`src/rtl/mem_arbiter.sv`:
```
// Two-port round-robin memory arbiter: grants one requester at a time, holds the
// memory command for MEM_LATENCY cycles, then returns a single-cycle ack.
module mem_arbiter #(
  parameter int MEM_LATENCY = 1
) (
  input  logic        clk,
  input  logic        rst,
  input  logic        m0_req,
  input  logic        m0_we,
  input  logic [31:0] m0_addr,
  input  logic [31:0] m0_wdata,
  output logic        m0_ack,
  output logic [31:0] m0_rdata,
  input  logic        m1_req,
  input  logic        m1_we,
  input  logic [31:0] m1_addr,
  input  logic [31:0] m1_wdata,
  output logic        m1_ack,
  output logic [31:0] m1_rdata,
  output logic [31:0] memop,
  output logic [31:0] memaddress,
  output logic [31:0] memoutdata,
  input  logic [31:0] memindata
);

  localparam logic [1:0] IDLE   = 2'd0;
  localparam logic [1:0] ACCESS = 2'd1;
  localparam logic [1:0] RESP   = 2'd2;

  localparam logic [3:0]  LAT      = 4'(MEM_LATENCY);
  localparam logic [31:0] OP_IDLE  = 32'd0;
  localparam logic [31:0] OP_READ  = 32'd1;
  localparam logic [31:0] OP_WRITE = 32'd2;

  logic [1:0]  r_state;
  logic [3:0]  r_cnt;
  logic        r_last;
  logic        r_gnt;
  logic [31:0] r_memop;
  logic [31:0] r_memaddress;
  logic [31:0] r_memoutdata;
  logic        r_m0_ack;
  logic        r_m1_ack;
  logic [31:0] r_m0_rdata;
  logic [31:0] r_m1_rdata;

  logic        w_any;
  logic        w_gnt;
  logic        w_we;
  logic [31:0] w_addr;
  logic [31:0] w_wdata;

  // On a tie the port that was not granted last wins (r_last = 1 means port 1).
  assign w_any   = m0_req | m1_req;
  assign w_gnt   = (m0_req && m1_req) ? ~r_last : m1_req;
  assign w_we    = w_gnt ? m1_we    : m0_we;
  assign w_addr  = w_gnt ? m1_addr  : m0_addr;
  assign w_wdata = w_gnt ? m1_wdata : m0_wdata;

  always_ff @(posedge clk) begin
    if (rst) begin
      r_state      <= IDLE;
      r_cnt        <= 4'd0;
      r_last       <= 1'b1;
      r_gnt        <= 1'b0;
      r_memop      <= OP_IDLE;
      r_memaddress <= 32'd0;
      r_memoutdata <= 32'd0;
      r_m0_ack     <= 1'b0;
      r_m1_ack     <= 1'b0;
      r_m0_rdata   <= 32'd0;
      r_m1_rdata   <= 32'd0;
    end else begin
      r_m0_ack <= 1'b0;
      r_m1_ack <= 1'b0;
      case (r_state)
        IDLE: begin
          if (w_any) begin
            r_gnt        <= w_gnt;
            r_last       <= w_gnt;
            r_memop      <= w_we ? OP_WRITE : OP_READ;
            r_memaddress <= w_addr;
            r_memoutdata <= w_wdata;
            r_cnt        <= LAT;
            r_state      <= ACCESS;
          end
        end
        ACCESS: begin
          // Requests are not looked at here, so a dropped req cannot abort the access.
          if (r_cnt <= 4'd1) begin
            r_cnt   <= 4'd0;
            r_memop <= OP_IDLE;
            r_state <= RESP;
            if (r_gnt) begin
              r_m1_ack <= 1'b1;
              if (r_memop == OP_READ) r_m1_rdata <= memindata;
            end else begin
              r_m0_ack <= 1'b1;
              if (r_memop == OP_READ) r_m0_rdata <= memindata;
            end
          end else begin
            r_cnt <= r_cnt - 4'd1;
          end
        end
        RESP: begin
          r_state <= IDLE;
        end
        default: begin
          r_state <= IDLE;
        end
      endcase
    end
  end

  assign memop      = r_memop;
  assign memaddress = r_memaddress;
  assign memoutdata = r_memoutdata;
  assign m0_ack     = r_m0_ack;
  assign m1_ack     = r_m1_ack;
  assign m0_rdata   = r_m0_rdata;
  assign m1_rdata   = r_m1_rdata;

endmodule

```
`config.mk`:
```
export PLATFORM = sky130hd
export DESIGN_NAME = mem_arbiter
export DESIGN_NICKNAME = d
export VERILOG_FILES = /design/src/rtl/mem_arbiter.sv
export SDC_FILE = /design/constraint.sdc
export NUM_CORES = 1
export LEC_CHECK = 0
export BUFFER_PORTS_ARGS = -buffer_cell sky130_fd_sc_hd__buf_4
export CORE_AREA = 2 2 129 131
export DETAILED_ROUTE_END_ITERATION = 8
export DIE_AREA = 0 0 131 133
export PLACE_DENSITY = 0.7
export RECOVER_POWER = 25
export SYNTH_ARGS = -nofsm -noshare
export SYNTH_HDL_FRONTEND = slang
export SYNTH_SLANG_ARGS = --single-unit
```
`constraint.sdc`:
```
create_clock -name clk -period 3.7 [get_ports clk]
set_clock_uncertainty 0.1 [all_clocks]
set_input_delay 0.37 -clock clk [delete_from_list [all_inputs] [get_ports clk]]
set_output_delay 0.37 -clock clk [all_outputs]
set_load 0.05 [all_outputs]
```
==> flow_metrics.env <==
export IMPL_cts_clk_slew_worst_paths_ns=0.06
export IMPL_drc=0
export IMPL_antenna_found_initial=0
export IMPL_fmax_ghz=0.457
export IMPL_min_path_type="primary input to flip-flop"
export IMPL_initial_core_util_pct=37.7
export IMPL_insertedDiodeCount=0
export IMPL_ys_types=38
export IMPL_grt_pass1_wl_um=26700
export IMPL_status="complete, no violations"
export IMPL_gp_congestion=0.780
export IMPL_yosysWarnings=0
export IMPL_finalNetCount=1068
export IMPL_holdWs_ns=0.136
export IMPL_numCtsBuffers=17
export IMPL_drt_wl_total_um=17600
export IMPL_p_leak_nw=3.90
export IMPL_htreeDepth=4
export IMPL_finalSetupTns_ns=0
export IMPL_cp_start_kind="flip-flop"
export IMPL_clock_sinks=140
export IMPL_die_area_um2=17400
export IMPL_finalMaxSlewViolations=0
export IMPL_multi_input_area_um2=2910
export IMPL_cp_arrival_ns=2.43
export IMPL_seqCellArea_um2=2800
export IMPL_worst_slack_ns=1.51
export IMPL_place_ws_ns=1.52
export IMPL_first_pass_iters=4
export IMPL_worst_ir_drop_vdd_v=0.000318
export IMPL_hpwl_um=12600
export IMPL_power_density_nw_per_um2=551
export IMPL_area_growth_pct=42.8
export IMPL_die_y_um=133
export IMPL_wl_per_cell_um=15.5
export IMPL_cap_violations=0
export IMPL_fillCellCount=1558
export IMPL_path_class="flip-flop to flip-flop"
export IMPL_synthFlopType="dfxtp_1"
export IMPL_design_area_um2=8710
export IMPL_num_io_pins=328
export IMPL_mostFrequentLayoutCell="buf_4"
export IMPL_post_cts_buffers=0
export IMPL_final_cell_mix="236 x buf_4, 140 x dfxtp_1, 128 x mux2i_1, 99 x nand2_1, 70 x a21oi_1"
export IMPL_final_antenna_net_count=0
export IMPL_finalCriticalPeriod_ns=2.19
export IMPL_syn_cell_area_um2=6100
export IMPL_std_cell_rows=47
export IMPL_cts_tree="built"
export IMPL_syn_inst=634
export IMPL_worstSetupEndpointType="flip-flop"
export IMPL_grt_max_degree=75
export IMPL_vias=5439
export IMPL_post_route_util_pct=53.8
export IMPL_synth_edf_count=0
export IMPL_die_w_um=131
export IMPL_tightest_slew_ns=0.835
export IMPL_cts_hold_buffers=0
export IMPL_finalSetupViolations=0
export IMPL_clock_root_buffer="clkbuf_16"
export IMPL_final_cells=1133
export IMPL_synth_yosys_seq_area_share_pct=46.0
export IMPL_first_global_vias=5189
export IMPL_postPlaceCellArea_um2=8320
export IMPL_fin_total_pwr_mw=4.80
export IMPL_layout_drive_gt1_share_pct=30.4
export IMPL_grt_usage_pct=19.4
export IMPL_cp_max_fo=32
export IMPL_synth_seq_cells=140
export IMPL_fin_crit_sh_pct=59.2
export IMPL_grt_remaining_overflow=0
export IMPL_syn_avg_cell_area_um2=9.62
export IMPL_portBuffers=297
export IMPL_cts_repair_resized=0
export IMPL_placed_cells=1101
export IMPL_drtIter0Drc=184
export IMPL_design_core_area_um2=16200
export IMPL_async_flop_share_pct=0
export IMPL_finalHoldViolCount=0
export IMPL_cts_buffer_depth=2
export IMPL_clock_latency_ns=0.41
export IMPL_required_ns=3.94
export IMPL_slew_headroom_pct=44.2
export IMPL_rsz0062_at_grt="no"
export IMPL_drt_vias_per_instance=4.80
==> critical path, stage by stage, from the launching register on <==
cell	delay, ns
dfxtp_1	0.41
inv_1	0.06
ha_1	0.22
nor2_1	0.41
or4_4	0.61
mux2i_1	0.26
==> cell usage after synthesis, types with 2 or more instances <==
master    number  area share, %
nand3_1        2           0.16
ha_1           2           0.41
nor2_1         3           0.18
or2_1          2           0.21
buf_4         30            3.7
o211ai_1       2           0.25
buf_2         15            1.2
a21oi_1       70            5.7
dfxtp_1      140             46
nand2b_1       2           0.21
or3_1          2           0.21
a211oi_1      65            8.0
nor3_1         4           0.33
nand2_1       99            6.1
buf_6          5           0.92
o21ai_0        3           0.25
mux2i_1      128             21
clkbuf_1      36            2.2
inv_1          5           0.31
==> kinds of logic (layout without fill, tap and decap cells) <==
| group | count (synthesis) | after routing | synth area share [%] |
|---|---|---|---|
| flip-flops | 140 | 140 | 46.0 |
| multiplexers | 129 | 129 | 21.2 |
| AO/OA/AOI/OAI | 147 | 147 | 15.2 |
| AND/OR/NAND/NOR | 122 | 122 | 8.68 |
| buffers and inverters | 93 | 343 | 8.49 |
| other | 1 | 30 | 0.0615 |
| adder cells (fa/ha/maj) | 2 | 2 | 0.410 |
==> power by group <==
group          internal [mW]  leakage, nW  switching (mW)
combinational          0.396         2.44           0.867
sequential              1.64         1.15          0.0750
clock                   1.14        0.314           0.684
total                   3.18         3.90            1.63
==> final cells by class <==
| cell class | instances | share of cell area, % |
|---|---|---|
| clock buffer | 17 | 4.89 |
| clock inverter | 15 | 2.43 |
| inverter | 6 | 0.259 |
| multi-input combinational | 430 | 33.4 |
| sequential | 140 | 32.2 |
| tap | 220 | 3.16 |
| timing repair buffer | 305 | 23.7 |
==> state kept, by name (all words and copies together) (netlist names) <==
name        flops
m0_ack          1
m0_rdata       32
m1_ack          1
m1_rdata       32
memaddress     32
memop           2
memoutdata     32
r_cnt           4
r_gnt           1
r_last          1
r_state         2
==> layer usage <==
layer | track usage, % | routed length [um] | up-vias
met5 | 0 | 0 | -
met4 | 7.09 | 330 | 0
met3 | 6.19 | 1470 | 22
met2 | 33.0 | 8660 | 209
met1 | 22.8 | 7130 | 2485
li1 | - | - | 2723
==> worst paths after layout <==
check                from           end  slack (ns)  cells after the start
max              r_cnt[0]  m1_rdata[13]        1.51                      5
min reg2reg  m0_rdata[12]  m0_rdata[12]        0.36                      2
max reg2reg      r_cnt[0]  m1_rdata[13]        1.51                      5
min          memindata[7]   m1_rdata[7]        0.14                      3
Power figures use the tool's default switching activity.
